<file path="config.mk">
export PLATFORM = sky130hd
export DESIGN_NAME = pzcorebus_csrbus_arbiter
export DESIGN_NICKNAME = d
export VERILOG_FILES = /design/src/rtl/pzcorebus_csrbus_arbiter_pkg.sv /design/src/rtl/pzcorebus_csrbus_rr_selector.sv /design/src/rtl/pzcorebus_csrbus_arbiter.sv
export SDC_FILE = /design/constraint.sdc
export NUM_CORES = 1
export LEC_CHECK = 0
export BUFFER_PORTS_ARGS = -buffer_cell sky130_fd_sc_hd__buf_2
export CELL_PAD_IN_SITES_DETAIL_PLACEMENT = 1
export CELL_PAD_IN_SITES_GLOBAL_PLACEMENT = 2
export CORE_ASPECT_RATIO = 1.5
export CORE_MARGIN = 2
export CORE_UTILIZATION = 12
export DETAILED_ROUTE_END_ITERATION = 16
export GPL_TIMING_DRIVEN = 0
export PLACE_DENSITY = 0.83
export SLEW_MARGIN = 0
export SYNTH_ARGS = -nofsm -noshare
export SYNTH_HDL_FRONTEND = slang
export SYNTH_SLANG_ARGS = --single-unit
</file>
<file path="constraint.sdc">
create_clock -name i_clk -period 1.8 [get_ports i_clk]
set_input_delay 0.18 -clock i_clk [delete_from_list [all_inputs] [get_ports i_clk]]
set_output_delay 0.18 -clock i_clk [all_outputs]
set_load 0.02 [all_outputs]
</file>
<file path="src/rtl/pzcorebus_csrbus_arbiter_pkg.sv">
// CSR-profile pzcorebus field widths, command/response encodings and payload structs
// shared by the CSR arbiter, its round-robin selector and anything driving them.
package pzcorebus_csrbus_arbiter_pkg;

  localparam int ID_W   = 4;
  localparam int ADDR_W = 16;
  localparam int INFO_W = 2;
  localparam int DATA_W = 32;
  localparam int BE_W   = DATA_W / 8;
  localparam int MLEN_W = 8;

  typedef enum logic [2:0] {
    CMD_NULL             = 3'b000,
    CMD_WRITE            = 3'b001,
    CMD_WRITE_NON_POSTED = 3'b011,
    CMD_READ             = 3'b101
  } cmd_e;

  typedef enum logic [1:0] {
    RESP_NULL               = 2'b00,
    RESP_RESPONSE           = 2'b01,
    RESP_RESPONSE_WITH_DATA = 2'b11
  } resp_e;

  typedef struct packed {
    cmd_e              mcmd;
    logic [ID_W-1:0]   mid;
    logic [ADDR_W-1:0] maddr;
    logic [INFO_W-1:0] minfo;
    logic [DATA_W-1:0] mdata;
    logic [BE_W-1:0]   mdata_byteen;
  } cmd_t;

  typedef struct packed {
    resp_e             sresp;
    logic [ID_W-1:0]   sid;
    logic              serror;
    logic [INFO_W-1:0] sinfo;
    logic [DATA_W-1:0] sdata;
  } resp_t;

  // Commands that expect a response and therefore occupy the single outstanding slot.
  function automatic logic is_non_posted_command(cmd_e cmd);
    return (cmd == CMD_READ) || (cmd == CMD_WRITE_NON_POSTED);
  endfunction

endpackage

</file>
<file path="src/rtl/pzcorebus_csrbus_rr_selector.sv">
// Round-robin pick over a request vector; index i_ptr has top priority.
// Purely combinational (0 cycles); no backpressure of its own.
module pzcorebus_csrbus_rr_selector #(
  parameter int N  = 2,
  parameter int IW = $clog2(N)
) (
  input  logic [N-1:0]  i_req,
  input  logic [IW-1:0] i_ptr,
  output logic [N-1:0]  o_grant,
  output logic [IW-1:0] o_index,
  output logic          o_valid
);

  logic [IW:0]   w_sum;
  logic [IW-1:0] w_idx;

  always_comb begin
    o_grant = '0;
    o_index = '0;
    o_valid = 1'b0;
    w_sum   = '0;
    w_idx   = '0;
    for (int k = 0; k < N; k++) begin
      // i_ptr < N and k < N, so a single conditional subtract wraps the sum.
      w_sum = {1'b0, i_ptr} + (IW+1)'(k);
      if (w_sum >= (IW+1)'(N)) w_sum = w_sum - (IW+1)'(N);
      w_idx = w_sum[IW-1:0];
      if (!o_valid && i_req[w_idx]) begin
        o_valid        = 1'b1;
        o_index        = w_idx;
        o_grant[w_idx] = 1'b1;
      end
    end
  end

endmodule

</file>
<file path="src/rtl/pzcorebus_csrbus_arbiter.sv">
// Shares one CSR pzcorebus master port among SLAVES requesters; 0 added cycles (pass-through).
// Backpressure: only the granted requester sees scmd_accept; everyone stalls while a response is outstanding.
module pzcorebus_csrbus_arbiter
  import pzcorebus_csrbus_arbiter_pkg::*;
#(
  parameter int SLAVES = 2
) (
  input  logic               i_clk,
  input  logic               i_rst_n,
  input  logic [SLAVES-1:0]  i_slave_mcmd_valid,
  output logic [SLAVES-1:0]  o_slave_scmd_accept,
  input  cmd_t [SLAVES-1:0]  i_slave_cmd,
  output logic [SLAVES-1:0]  o_slave_sresp_valid,
  input  logic [SLAVES-1:0]  i_slave_mresp_accept,
  output resp_t [SLAVES-1:0] o_slave_resp,
  output logic [SLAVES-1:0]  o_slave_sresp_last,
  output logic               o_master_mcmd_valid,
  input  logic               i_master_scmd_accept,
  output cmd_t               o_master_cmd,
  output logic [MLEN_W-1:0]  o_master_mlength,
  output logic               o_master_mdata_valid,
  output logic               o_master_mdata_last,
  input  logic               i_master_sresp_valid,
  output logic               o_master_mresp_accept,
  input  resp_t              i_master_resp,
  output logic [SLAVES-1:0]  o_grant,
  output logic               o_busy
);

  localparam int INDEX_WIDTH = $clog2(SLAVES);

  typedef enum logic [1:0] {ARB, HOLD, WAIT} state_e;

  state_e                 r_state;
  logic [INDEX_WIDTH-1:0] r_ptr;
  logic [INDEX_WIDTH-1:0] r_owner;

  logic [SLAVES-1:0]      w_pick_grant;
  logic [INDEX_WIDTH-1:0] w_pick_index;
  logic                   w_pick_valid;
  logic [INDEX_WIDTH-1:0] w_sel_index;
  logic                   w_cmd_vld;
  logic                   w_cmd_ack;
  logic                   w_resp_path;
  logic                   w_resp_ack;

  function automatic logic [INDEX_WIDTH-1:0] next_index(logic [INDEX_WIDTH-1:0] idx);
    return (idx == INDEX_WIDTH'(SLAVES - 1)) ? '0 : idx + 1'b1;
  endfunction

  pzcorebus_csrbus_rr_selector #(
    .N  (SLAVES),
    .IW (INDEX_WIDTH)
  ) u_rr_selector (
    .i_req   (i_slave_mcmd_valid),
    .i_ptr   (r_ptr),
    .o_grant (w_pick_grant),
    .o_index (w_pick_index),
    .o_valid (w_pick_valid)
  );

  assign w_sel_index = (r_state == ARB) ? w_pick_index : r_owner;

  // Outputs are qualified by i_rst_n so reset silences the port in the same cycle.
  always_comb begin
    w_cmd_vld = 1'b0;
    case (r_state)
      ARB:     w_cmd_vld = w_pick_valid;
      HOLD:    w_cmd_vld = i_slave_mcmd_valid[r_owner];
      default: w_cmd_vld = 1'b0;
    endcase
    w_cmd_vld = w_cmd_vld & i_rst_n;
  end

  assign w_cmd_ack   = w_cmd_vld & i_master_scmd_accept;
  assign w_resp_path = i_rst_n & (r_state == WAIT);
  assign w_resp_ack  = w_resp_path & i_master_sresp_valid & i_slave_mresp_accept[r_owner];

  always_comb begin
    o_slave_scmd_accept = '0;
    o_slave_sresp_valid = '0;
    o_grant             = '0;
    if (w_cmd_ack)   o_slave_scmd_accept[w_sel_index] = 1'b1;
    if (w_resp_path) o_slave_sresp_valid[r_owner]     = i_master_sresp_valid;
    if (i_rst_n) begin
      if (r_state == ARB) o_grant = w_pick_grant;
      else                o_grant[r_owner] = 1'b1;
    end
  end

  assign o_master_mcmd_valid   = w_cmd_vld;
  assign o_master_cmd          = i_slave_cmd[w_sel_index];
  assign o_master_mresp_accept = w_resp_path & i_slave_mresp_accept[r_owner];
  assign o_master_mlength      = '0;
  assign o_master_mdata_valid  = 1'b0;
  assign o_master_mdata_last   = 1'b0;
  assign o_slave_sresp_last    = '0;
  assign o_busy                = (r_state == WAIT);

  for (genvar g = 0; g < SLAVES; g++) begin : g_resp
    assign o_slave_resp[g] = i_master_resp;
  end

  always_ff @(posedge i_clk or negedge i_rst_n) begin
    if (!i_rst_n) begin
      r_state <= ARB;
      r_ptr   <= '0;
      r_owner <= '0;
    end else begin
      case (r_state)
        ARB, HOLD: begin
          if (w_cmd_vld) begin
            // A presented command must stay put until accepted, so freeze the grant.
            r_owner <= w_sel_index;
            if (i_master_scmd_accept) begin
              r_ptr   <= next_index(w_sel_index);
              r_state <= is_non_posted_command(o_master_cmd.mcmd) ? WAIT : ARB;
            end else begin
              r_state <= HOLD;
            end
          end
        end
        WAIT:    if (w_resp_ack) r_state <= ARB;
        default: r_state <= ARB;
      endcase
    end
  end

  a_resp_only_when_outstanding: assert property (
    @(posedge i_clk) disable iff (!i_rst_n) i_master_sresp_valid |-> (r_state == WAIT)
  );

endmodule

</file>
Yosys cells after proc, flatten, opt, wreduce, memory -nomap -nowiden

Index checks and enable logic that the tools add are counted.

Add/subtract/negate cells: 4
$lt $le $gt $ge: 10
Equality and inequality tests: 6
Muxes and demuxes: 38
Bitwise logic cells: 8
Reductions and logical operators: 12

Operators with widths:

| operator            | count |
|---|---|
| $mux 61             | 2 |
| $mux 1              | 20 |
| $mux 2              | 10 |
| $lt 1x2->1 const B  | 4 |
| $and 1x1->1         | 6 |
| $logic_and 1x1->1   | 5 |
| $demux 1 s1         | 4 |
| $ge 1x1->1 const B  | 4 |
| $pmux 2 s2          | 1 |
| $reduce_and 2->1    | 2 |
| $eq 3x2->1 const B  | 1 |
| $eq 3x3->1 const B  | 1 |
| $reduce_and 3->1    | 1 |
| $add 1x1->2 const B | 1 |
| $and 2x2->2         | 1 |
| $eq 2x1->1 const B  | 1 |
| $eq 2x2->1 const B  | 1 |
| $ge 1x2->1 const B  | 1 |
| $ge 2x2->1 const B  | 1 |
| $logic_not 2->1     | 1 |
| $ne 2x1->1 const B  | 1 |
| $ne 2x2->1 const B  | 1 |
| $or 2x2->2          | 1 |
| $pmux 1 s2          | 1 |
| 5 further kinds     | 6 |

Register bits: 4
Input port bits: 171
Output and inout port bits: 164
Logic and storage cells: 81

Depth between registers and ports, before layout

Gate-level depths: netlist (run 1).

Depth after elaboration: 17
Gate-level depth with buffers: 6
Depth with buffers taken out: 4

Hierarchy

From an unflattened synthesis (run 1), not the netlist that was laid out.

Cell total of the unflattened synthesis: 208
Area, all modules: 1,836.8 um^2

Modules (own cells, without submodules):

| module                       | instances | cells each | area an instance (um^2) | seq. area each (um^2) |
|---|---|---|---|---|
| pzcorebus_csrbus_arbiter     | 1         | 203        | 1,804.2                 | 100.1 |
| pzcorebus_csrbus_rr_selector | 1         | 5          | 32.5                    | 0.0 |

Worst setup path before layout (run 1)

Ideal clock, no wire load.

Path kind: register to output
Start point: register r_owner
End point: output port o_slave_scmd_accept[1]
Arrival time: 1.548 ns
Required time: 1.620 ns
Path slack: 0.072 ns
Stages on the path, launching flop included: 6
Buffers on the path: 1
Cells stage by stage: dfrtp_1 -> buf_2 -> a21bo_2 -> a221oi_4 -> nand2_1 -> nor2_1

Longest elaborated chain between the ends: 6
Elaborated cells between the ends (all ways): 12
Those cells by class: 2 x order compare; 7 x mux; 2 x bitwise; 1 x reduce/logical

Ends and longest elaborated chain:

| what                                      | RTL line                        | RTL |
|---|---|---|
| from (decl)                               | pzcorebus_csrbus_arbiter.sv:36  | `logic [INDEX_WIDTH-1:0] r_owner;` |
| from (signal assigned)                    | pzcorebus_csrbus_arbiter.sv:114 | `r_owner <= w_sel_index;` |
| $mux 1 (not written as such) (2 in a row) | pzcorebus_csrbus_arbiter.sv:69  | `HOLD: w_cmd_vld = i_slave_mcmd_valid[r_owner];` |
| $pmux 1 s2                                | pzcorebus_csrbus_arbiter.sv:67  | `case (r_state)` |
| $and 1x1->1                               | pzcorebus_csrbus_arbiter.sv:72  | `w_cmd_vld = w_cmd_vld & i_rst_n;` |
| via o_master_mcmd_valid                   | pzcorebus_csrbus_arbiter.sv:17  | `output logic o_master_mcmd_valid,` |
| $and 1x1->1                               | pzcorebus_csrbus_arbiter.sv:75  | `assign w_cmd_ack = w_cmd_vld & i_master_scmd_accept;` |
| $mux 2                                    | pzcorebus_csrbus_arbiter.sv:83  | `if (w_cmd_ack) o_slave_scmd_accept[w_sel_index] = 1'b1;` |
| to (decl)                                 | pzcorebus_csrbus_arbiter.sv:11  | `output logic [SLAVES-1:0] o_slave_scmd_accept,` |

The timed path passes the listed nets, and every way through them passes these cells. The select of a mux whose other input is x is not followed.

==> results.ini, run 1 <==
[sta]
fin_crit_sh = 1.16
finalHoldViolCount = 0
max_freq_mhz = 480
finalSetupViolCount = 65
slew_violations = 0
clock_skew_ns = 0.00177
whs_ns = 0.301
setup_ws_ns = -0.284
period_needed_ns = 2.08
rsz0062_at_grt = yes

[cells_and_area]
antenna_cells = 0
area_growth_pct = 115
nNetsFinal = 693
seq_area_um2 = 103
multiInputGateArea_um2 = 1180
nFillCells = 1987
drive_gt1_frac = 0.913

[placement]
portBuffers = 281
dp_hpwl_mm = 9.05
finalWeightedCongestion = 0.758

[setup_path]
crit-reg2reg-capture = r_ptr
r2r_start = r_state[1]
crit_end = o_master_cmd[16]
worstPathMaxFanout = 10
reg2reg_depth = 8
crit_path_start = r_state[0]
ff2ff_setup_slack_ns = 0.04
endpoint_kind = output port
crit_type = register to output port
start_kind = register
critPathRequiredTime_ns = 1.62
worstPathArrival_ns = 1.90

[synthesis]
synth_edf_count = 0
ys.flop_type = dfrtp_1
ys_top_cells_by_area = buf_4, mux2_4, mux2_2, dfrtp_1, buf_12
synth_area_um2 = 2000
synth_seq_cells = 4
syn_avg_cell_area_um2 = 9.58
synth_top_area_frac = 0.360
synth.most_common_cell = buf_4
synthArstFlopShare = 1.00
synth.largest_area_cell = buf_4
netlist_instances = 209
yosys-top-cells-count = buf_4, mux2_4, mux2_2, nor2_1, nand2_1
ys_warn_count = 0
yosysUniqueCellTypes = 28
ys_seq_area_frac = 0.0500

[detailed_routing]
drt-pass1-iter-count = 4
viasPerCell = 3.58
drtIter0Drc = 27
ant_nets = 0
drt-wirelength-per-cell_um = 13.9
wl_mm = 10.1
drc = 0
vias = 2601

[outcome]
status = finished, violations left
violations = setup timing

[global_routing]
grt_pass1_wl_mm = 13.7
antenna_found_initial = 0
grtUsageMet1 = 0.0769
grt_pass1_vias = 2694
grt-ovfl-total = 0
grt_busiest_layer = met2
grt_max_degree = 11
grt_usage = 0.101
use_met2 = 0.229
gr-usage-met3 = 0.0273

[clocking]
h-tree-depth = 1
cts_buffer_depth = 2
clk_pin_slew_ns = 0.03
cts.sinks = 4
cts_tree = done
clock_latency_ns = 0.23
numCtsBuffers = 3
cts_root_buf = clkbuf_16

[die]
fp.dieArea_um2 = 17800
pin_count = 335
rows = 57
core_area_um2 = 16300
die_x_um = 109
die_h_um = 162
start_util = 0.123

[power_and_ir_drop]
power_density_nw_per_um2 = 1220
ir_drop_v = 0.000463
power.total_mw = 5.24
seqPwrFrac = 0.030
combPwrFrac = 0.903
p_leak_nw = 2.51
switching_power_mw = 2.23
p_sw_frac = 0.425
p_int_mw = 3.01
clockPowerShare = 0.067

[worst_hold_path]
hold_class = input port to register

[run]
drv_cap = 0

==> stage by stage <==
step                TNS, ns  area [um2]  instances  worst slack (ns)   util
global placement      -8.76        3710        707            -0.230  0.228
global route         -19.23        4310        726            -0.334  0.265
detailed placement   -10.87        3710        707            -0.259  0.228
floorplan                 0        2040        220            0.0721      -
finish               -15.91        4310        726            -0.284  0.265
CTS                  -15.82        4280        726            -0.290  0.263
==> cell usage in the layout, fill, tap and decap left out, drive strengths merged <==
| cell type | netlist | final |
|---|---|---|
| a31oi | 1 | 1 |
| xor2 | 2 | 2 |
| dfrtp | 4 | 4 |
| clkbuf | 0 | 3 |
| a221oi | 1 | 1 |
| o21a | 1 | 1 |
| o21ai | 4 | 4 |
| nand3 | 1 | 1 |
| inv | 3 | 3 |
| or3 | 1 | 1 |
| nand2b | 2 | 2 |
| a211oi | 1 | 1 |
| a21o | 1 | 1 |
| buf | 102 | 398 |
| nor2 | 9 | 9 |
| nor2b | 1 | 1 |
| and3 | 1 | 1 |
| mux2 | 62 | 62 |
| dlygate4sd3 | 0 | 1 |
| a21oi | 2 | 2 |
| mux2i | 1 | 1 |
| conb | 1 | 12 |
| nand2 | 7 | 7 |
| a21bo | 1 | 1 |
==> cell families after synthesis <==
group | count (synthesis) | synth area share
buffers and inverters | 105 | 0.411
multiplexers | 63 | 0.425
AND/OR/NAND/NOR | 22 | 0.0481
AO/OA/AOI/OAI | 12 | 0.0550
flip-flops | 4 | 0.0500
XOR/XNOR | 2 | 0.00875
other | 1 | 0.00187
==> critical path, stage by stage, from the launching register on <==
cell     delay (ns)
dfrtp_2        0.38
o21a_1         0.23
a31oi_4        0.25
buf_12         0.20
buf_12         0.15
mux2_4         0.29
buf_2          0.16
==> flip-flops by register name, summed over array words and instances, names as in the netlist <==
| name | cells |
|---|---|
| r_state | 2 |
| r_owner | 1 |
| r_ptr | 1 |
==> final cells by class <==
cell class	instances	share of cell area
buffer	99	0.187
clock buffer	3	0.0174
inverter	3	0.00261
multi-input combinational	111	0.274
sequential	4	0.0238
tap	206	0.0598
timing repair buffer	300	0.436
==> power groups by stage <==
stage	clock [mW]	combinational, mW	sequential [mW]
after detailed placement	0	3.75	0.163
after global routing	0.365	5.02	0.157
after CTS	0.357	4.81	0.155
final	0.353	4.73	0.156
after floorplan	0	2.75	0.153
after global placement	0	3.73	0.161
==> metal layers <==
metal  vias up  wire, um
met1      1149      2560
li1       1215         -
met4         0        90
met3         7      1450
met2       230      5990
met5         -         0
==> worst min path at each step <==
stage | startpoint | end | slack, ns | cells past startpoint
3_3_place_gp | i_rst_n | r_state[0] | 0.03 | 1
3_5_place_dp | i_rst_n | r_state[0] | 0.03 | 1
4_1_cts | i_master_scmd_accept | r_state[0] | 0.28 | 3
2_1_floorplan | i_rst_n | r_owner | -0.12 | 0
6_report | i_master_scmd_accept | r_state[0] | 0.30 | 3
5_1_grt | i_master_scmd_accept | r_state[0] | 0.31 | 3
==> what timing repair did <==
action,in CTS,in global routing
buffers inserted,16,1
endpoints found under the hold margin,4,0
pin swaps,4,1
cloned,2,0
hold buffers,1,0
setup endpoints to repair,64,68
resized for setup,99,14
No activity file was read; power rests on OpenSTA's default activity.
==> run 2, diff against run 1 <==
CORE_ASPECT_RATIO = 1.2   (was 1.5)
==> run 2 against run 1 <==
The run still ends with setup timing left. Core utilization increased by 0.49 points. Critical path depth increased by 2. Register-to-register slack about the same. Worst hold slack improved by 0.0018 ns. Sequential share of layout area about the same. Combinational power increased by 4.9%. Non-clock buffer count increased by 10. First-iteration DRC count decreased by 41%. Critical path type unchanged. Worst setup slack got worse by 0.086 ns. Highest routed layer unchanged.
==> results.ini, run 2 (synthesis gave the netlist of run 1 again) <==
[global_routing]
antenna_found_initial = 0  ; unchanged
grt_max_degree = 11  ; unchanged
grt-ovfl-total = 0  ; unchanged
grt_pass1_wl_mm = 13.9  ; +1.4%
grt_usage = 0.0986  ; -0.00243
grt_pass1_vias = 2606  ; -3.3%

[setup_path]
worstPathArrival_ns = 1.99  ; +0.09 ns
start_kind = register
path_delay_family = buffers and inverters
critPathRequiredTime_ns = 1.62  ; about the same
r2r_start = r_state[0]
crit_path_start = r_state[0]
critPathBufInv = 5  ; +2
cp_slowest_cell = dfrtp_2
crit_top_cell = buf_12
max_stage_delay_ns = 0.41  ; +0.03 ns
worstPathMaxFanout = 5  ; -5
crit_type = register to output port
endpoint_kind = output port
crit_chain = o21a_1 > a31oi_4 > buf_6 > buf_12 > buf_12 > buf_12 > mux2_4 > buf_6

[clocking]
h-tree-depth = 1  ; unchanged
numCtsBuffers = 3  ; unchanged
cts_buffer_depth = 2  ; unchanged
clk_pin_slew_ns = 0.03  ; about the same
clock_latency_ns = 0.22  ; about the same
cts.sinks = 4  ; unchanged
cts_tree = done
cts_root_buf = clkbuf_16

[die]
core_area_um2 = 16300  ; about the same
die_x_um = 122  ; +11%
pin_count = 335  ; unchanged
fp.dieArea_um2 = 17700  ; about the same
start_util = 0.123  ; about the same
rows = 51  ; -11%
die_h_um = 145  ; -10%

[sta]
fin_crit_sh = 1.21  ; +0.0477
fin_setup_tns_ns = -19.25  ; -3.34 ns
finalHoldViolCount = 0  ; unchanged
clock_skew_ns = 0.000400  ; -0.00137 ns
rsz0062_at_grt = yes
whs_ns = 0.303  ; +0.00180 ns
finalSetupViolCount = 65  ; unchanged
setup_ws_ns = -0.370  ; -0.0858 ns
period_needed_ns = 2.17  ; +0.0858 ns
max_freq_mhz = 461  ; -4.0%
slew_violations = 0  ; unchanged

[power_and_ir_drop]
p_leak_nw = 2.55  ; +1.6%
ir_drop_v = 0.000661  ; +43%
power_density_nw_per_um2 = 1250  ; +2.4%

[detailed_routing]
drt-wirelength-per-cell_um = 13.7  ; -1.7%
drt-pass1-iter-count = 4  ; unchanged
wl_mm = 10.1  ; +0.47%
viasPerCell = 3.53  ; -1.5%
ant_nets = 0  ; unchanged
vias = 2619  ; +0.69%
drc = 0  ; unchanged
drtIter0Drc = 16  ; -41%

[cells_and_area]
nFillCells = 2023  ; +1.8%
largest_register_ffs = 2  ; unchanged
final_cells = 742  ; +2.2%
nNetsFinal = 703  ; +1.4%
final_common_cell = buf_2
area_growth_pct = 119
largestRegisters = r_state: 2 flops, r_owner: 1 flops, r_ptr: 1 flops
drive_gt1_frac = 0.913  ; about the same
layout_common_cells = buf_2, buf_4, buf_6
largest-register = r_state
antenna_cells = 0  ; unchanged

[placement]
dp_hpwl_mm = 8.54  ; -5.5%
portBuffers = 281  ; unchanged
finalWeightedCongestion = 0.746  ; -1.7%
placedCellCount = 713  ; +0.85%

[outcome]
violations = setup timing
status = finished, violations left

[worst_hold_path]
hold_class = input port to register
min_from = i_master_scmd_accept

[run]
drv_cap = 0  ; unchanged

run 2: cell types whose count changed in the layout (fill, tap and decap cells not counted), moves of 3 or more:
cell / change
nor2_2: +3
mux2_2: +3
buf_4: +5
mux2_4: -3
run 2: layout make-up:
type,instances,area [um2],area share
Multi-Input combinational cell,111,1140,0.261
Inverter,3,11.3,0.00256
Clock buffer,3,75.1,0.0171
Timing Repair Buffer,308,1960,0.446
Tap cell,212,265,0.0604
Sequential cell,4,103,0.0234
Buffer,101,836,0.190
run 2: tightest hold or removal path, cell delays in order:
cell and delay [ns]:
buf_2 0.12, nand2_2 0.10, o21ai_1 0.08
run 2: report_power, final:
part / internal (mW) / switching (mW)
sequential: 0.131 / 0.0333
combinational: 2.79 / 2.17
clock: 0.284 / 0.0599
total: 3.20 / 2.27
run 2: timing repair:
action,4_1_cts,5_1_grt
hold buffers,1,0
endpoints found under the hold margin,4,0
cloned,2,2
pin swaps,3,2
resized for setup,75,31
setup endpoints to repair,64,66
buffers inserted,15,8
run 2: per-layer routing:
metal,global-route usage,share of wire,routed length [um]
met5,0,0,0
met4,0.0109,0.0035,35
met3,0.0325,0.13,1330
met2,0.217,0.59,5960
met1,0.0825,0.28,2810
run 2: path summary, 6_finish.rpt:
kind | end | slack [ns] | cells past startpoint
max | o_master_cmd[17] | -0.37 | 8
min | r_state[1] | 0.30 | 3
max reg2reg | r_state[1] | 0.04 | 8
min reg2reg | r_ptr | 0.51 | 1
max in group asynchronous | r_state[0] | 1.15 | 2
min in group asynchronous | r_state[1] | 0.45 | 2
run 2: per-stage QoR:
stage	setup WS (ns)	area (um2)	power, mW	util
finish	-0.370	4390	5.47	0.270
global route	-0.425	4390	5.75	0.270
CTS	-0.343	4220	5.18	0.259
detailed placement	-0.216	3710	3.88	0.228
global placement	-0.225	3710	3.86	0.228
floorplan	0.0721	2040	2.90	-
==> run 3, diff against run 2 <==
SETUP_SLACK_MARGIN = 0.1   (was not set)
SKIP_LAST_GASP = 1   (was not set)
==> run 3 against run 2 <==
The flow still finishes with violations (setup timing). Via count decreased by 0.92%. Critical path depth decreased by 1. Flip-flop and latch count unchanged. Register-to-register slack improved by 0.09 ns. Clock power increased by 1%. Final area decreased by 4.7%. Clock-buffer cell count unchanged. Worst setup slack improved by 0.088 ns. Power decreased by 8.3%. Routed wire length decreased by 1.7%. Worst hold slack got worse by 0.017 ns. First-iteration DRC count increased by 88%. Critical path type unchanged. Largest power group unchanged. Highest routed layer is now met5.
==> results.ini, run 3 (synthesis gave the netlist of run 1 again) <==
[placement]
placed_area_um2 = 3720  ; about the same
dp_hpwl_mm = 9.00  ; +5.4%
finalWeightedCongestion = 0.716  ; -4.0%
dp_worst_setup_slack_ns = -0.203  ; +0.0126 ns
portBuffers = 281  ; unchanged

[setup_path]
crit_type = register to output port
critPathRequiredTime_ns = 1.62  ; about the same
max_stage_delay_ns = 0.42  ; about the same
worstPathArrival_ns = 1.90  ; -0.09 ns
crit_top_cell = buf_12
critPathBufInv = 4  ; -1
worstPathMaxFanout = 8  ; +3
endpoint_kind = output port
cp_slowest_cell = dfrtp_2
start_kind = register
path_delay_family = buffers and inverters
crit_chain = o21a_4 > a31oi_4 > buf_12 > buf_12 > buf_12 > mux2_4 > buf_6

[cells_and_area]
largest-register = r_state
largest_register_ffs = 2  ; unchanged
drive_gt1_frac = 0.910  ; -0.00290
layout_common_cells = buf_2, buf_4, mux2_4
finalCoreUtilization = 0.257  ; -0.0128
nNetsFinal = 697  ; -0.85%
finalInstanceArea_um2 = 4180  ; -4.7%
largestRegisters = r_state: 2 flops, r_owner: 1 flops, r_ptr: 1 flops
area_growth_pct = 109
final_common_cell = buf_2
nFillCells = 2020  ; -0.15%

[sta]
clock_skew_ns = 0.00131  ; +0.000911 ns
slew_violations = 0  ; unchanged
fin_crit_sh = 1.16  ; -0.0490
rsz0062_at_grt = yes
finalHoldViolCount = 0  ; unchanged
finalSetupViolCount = 65  ; unchanged
period_needed_ns = 2.08  ; -0.0883 ns
setup_ws_ns = -0.282  ; +0.0883 ns
max_freq_mhz = 480  ; +4.2%
whs_ns = 0.286  ; -0.0169 ns

[die]
die_x_um = 122  ; unchanged
rows = 51  ; unchanged
pin_count = 335  ; unchanged
die_h_um = 145  ; unchanged
core_area_um2 = 16300  ; unchanged
fp.dieArea_um2 = 17700  ; unchanged
start_util = 0.123  ; unchanged

[outcome]
violations = setup timing
status = finished, violations left

[clocking]
cts.sinks = 4  ; unchanged
numCtsBuffers = 3  ; unchanged
cts_tree = done
cts_buffer_depth = 2  ; unchanged
cts_root_buf = clkbuf_16
clock_latency_ns = 0.23  ; about the same
h-tree-depth = 1  ; unchanged
clk_pin_slew_ns = 0.03  ; about the same

[detailed_routing]
wl_mm = 9.97  ; -1.7%
vias = 2595  ; -0.92%
drc = 0  ; unchanged
ant_nets = 0  ; unchanged
drt-wirelength-per-cell_um = 13.5  ; -1.0%
viasPerCell = 3.52  ; -0.24%
drt-pass1-iter-count = 4  ; unchanged
drtIter0Drc = 30  ; +14

[global_routing]
grt_pass1_vias = 2656  ; +1.9%
grt_max_degree = 11  ; unchanged
grt_usage = 0.0983  ; -0.000272
antenna_found_initial = 2  ; +2
grt_pass1_wl_mm = 13.6  ; -1.5%
grt-ovfl-total = 0  ; unchanged

[power_and_ir_drop]
ir_drop_v = 0.000515  ; -22%
power_density_nw_per_um2 = 1200  ; -3.7%
p_leak_nw = 2.46  ; -3.8%
power.total_mw = 5.02  ; -8.3%

[run]
drv_cap = 0  ; unchanged

[worst_hold_path]
hold_class = input port to register

[run 3: cell count changes in the layout (fill, tap and decap cells not counted), moves of 2 or more]
cell	change
mux2_4	-2
clkbuf_16	-2
buf_2	+23
mux2_2	+2
buf_6	-22
buf_4	-5
[run 3: worst reg2reg max path, stage by stage (launching register included)]
cell and delay (ns):
dfrtp_2 0.42, o21a_4 0.23, a31oi_4 0.18, buf_12 0.19, buf_4 0.14, mux2_4 0.30, o21ai_1 0.13
[run 3: report_power, final]
part           switching (mW)  internal, mW  total (mW)
sequential             0.0318         0.129       0.161
combinational            2.08          2.43        4.51
clock                  0.0628         0.284       0.347
[run 3: final timing paths]
| path | slack [ns] | cells past startpoint | end | start |
|---|---|---|---|---|
| worst max-delay path | -0.28 | 7 | o_master_cmd[46] | r_state[0] |
| worst min-delay path | 0.29 | 3 | r_state[0] | i_master_scmd_accept |
| worst max register to register | 0.13 | 6 | r_state[1] | r_state[0] |
| worst min register to register | 0.49 | 1 | r_state[0] | r_state[1] |
| max in group asynchronous | 1.13 | 2 | r_state[0] | i_rst_n |
| min in group asynchronous | 0.46 | 2 | r_owner | i_rst_n |
[run 3: per-stage QoR]
step | setup TNS [ns] | instances
2_1_floorplan | 0 | 220
3_3_place_gp | -6.83 | 713
3_5_place_dp | -7.28 | 713
4_1_cts | -16.19 | 734
5_1_grt | -19.03 | 737
6_report | -15.30 | 737
[run 3: final cells by class]
class / instances / area [um2] / share of cell area
Inverter: 3 / 11.3 / 0.00269
Antenna cell: 1 / 2.50 / 0.000598
Multi-Input combinational cell: 111 / 1160 / 0.276
Buffer: 102 / 843 / 0.202
Tap cell: 212 / 265 / 0.0634
Sequential cell: 4 / 101 / 0.0242
Timing Repair Buffer: 301 / 1730 / 0.413
Clock buffer: 3 / 75.1 / 0.0179
[run 3: per-layer routing]
metal	vias to the layer above	routed length [um]	GRT usage
met5	-	13	0
li1	1227	-	-
met3	11	1300	0.0306
met1	1156	2890	0.0862
met2	199	5650	0.209
met4	2	111	0.0201
[run 3: repair_timing]
action                                  CTS  global route
hold endpoints to repair                  4             0
pin swaps                                 2             3
endpoints found under the setup margin   66            70
gates cloned                              1             0
setup buffers                            16             2
hold buffers                              1             0
gates resized for setup                  32            32
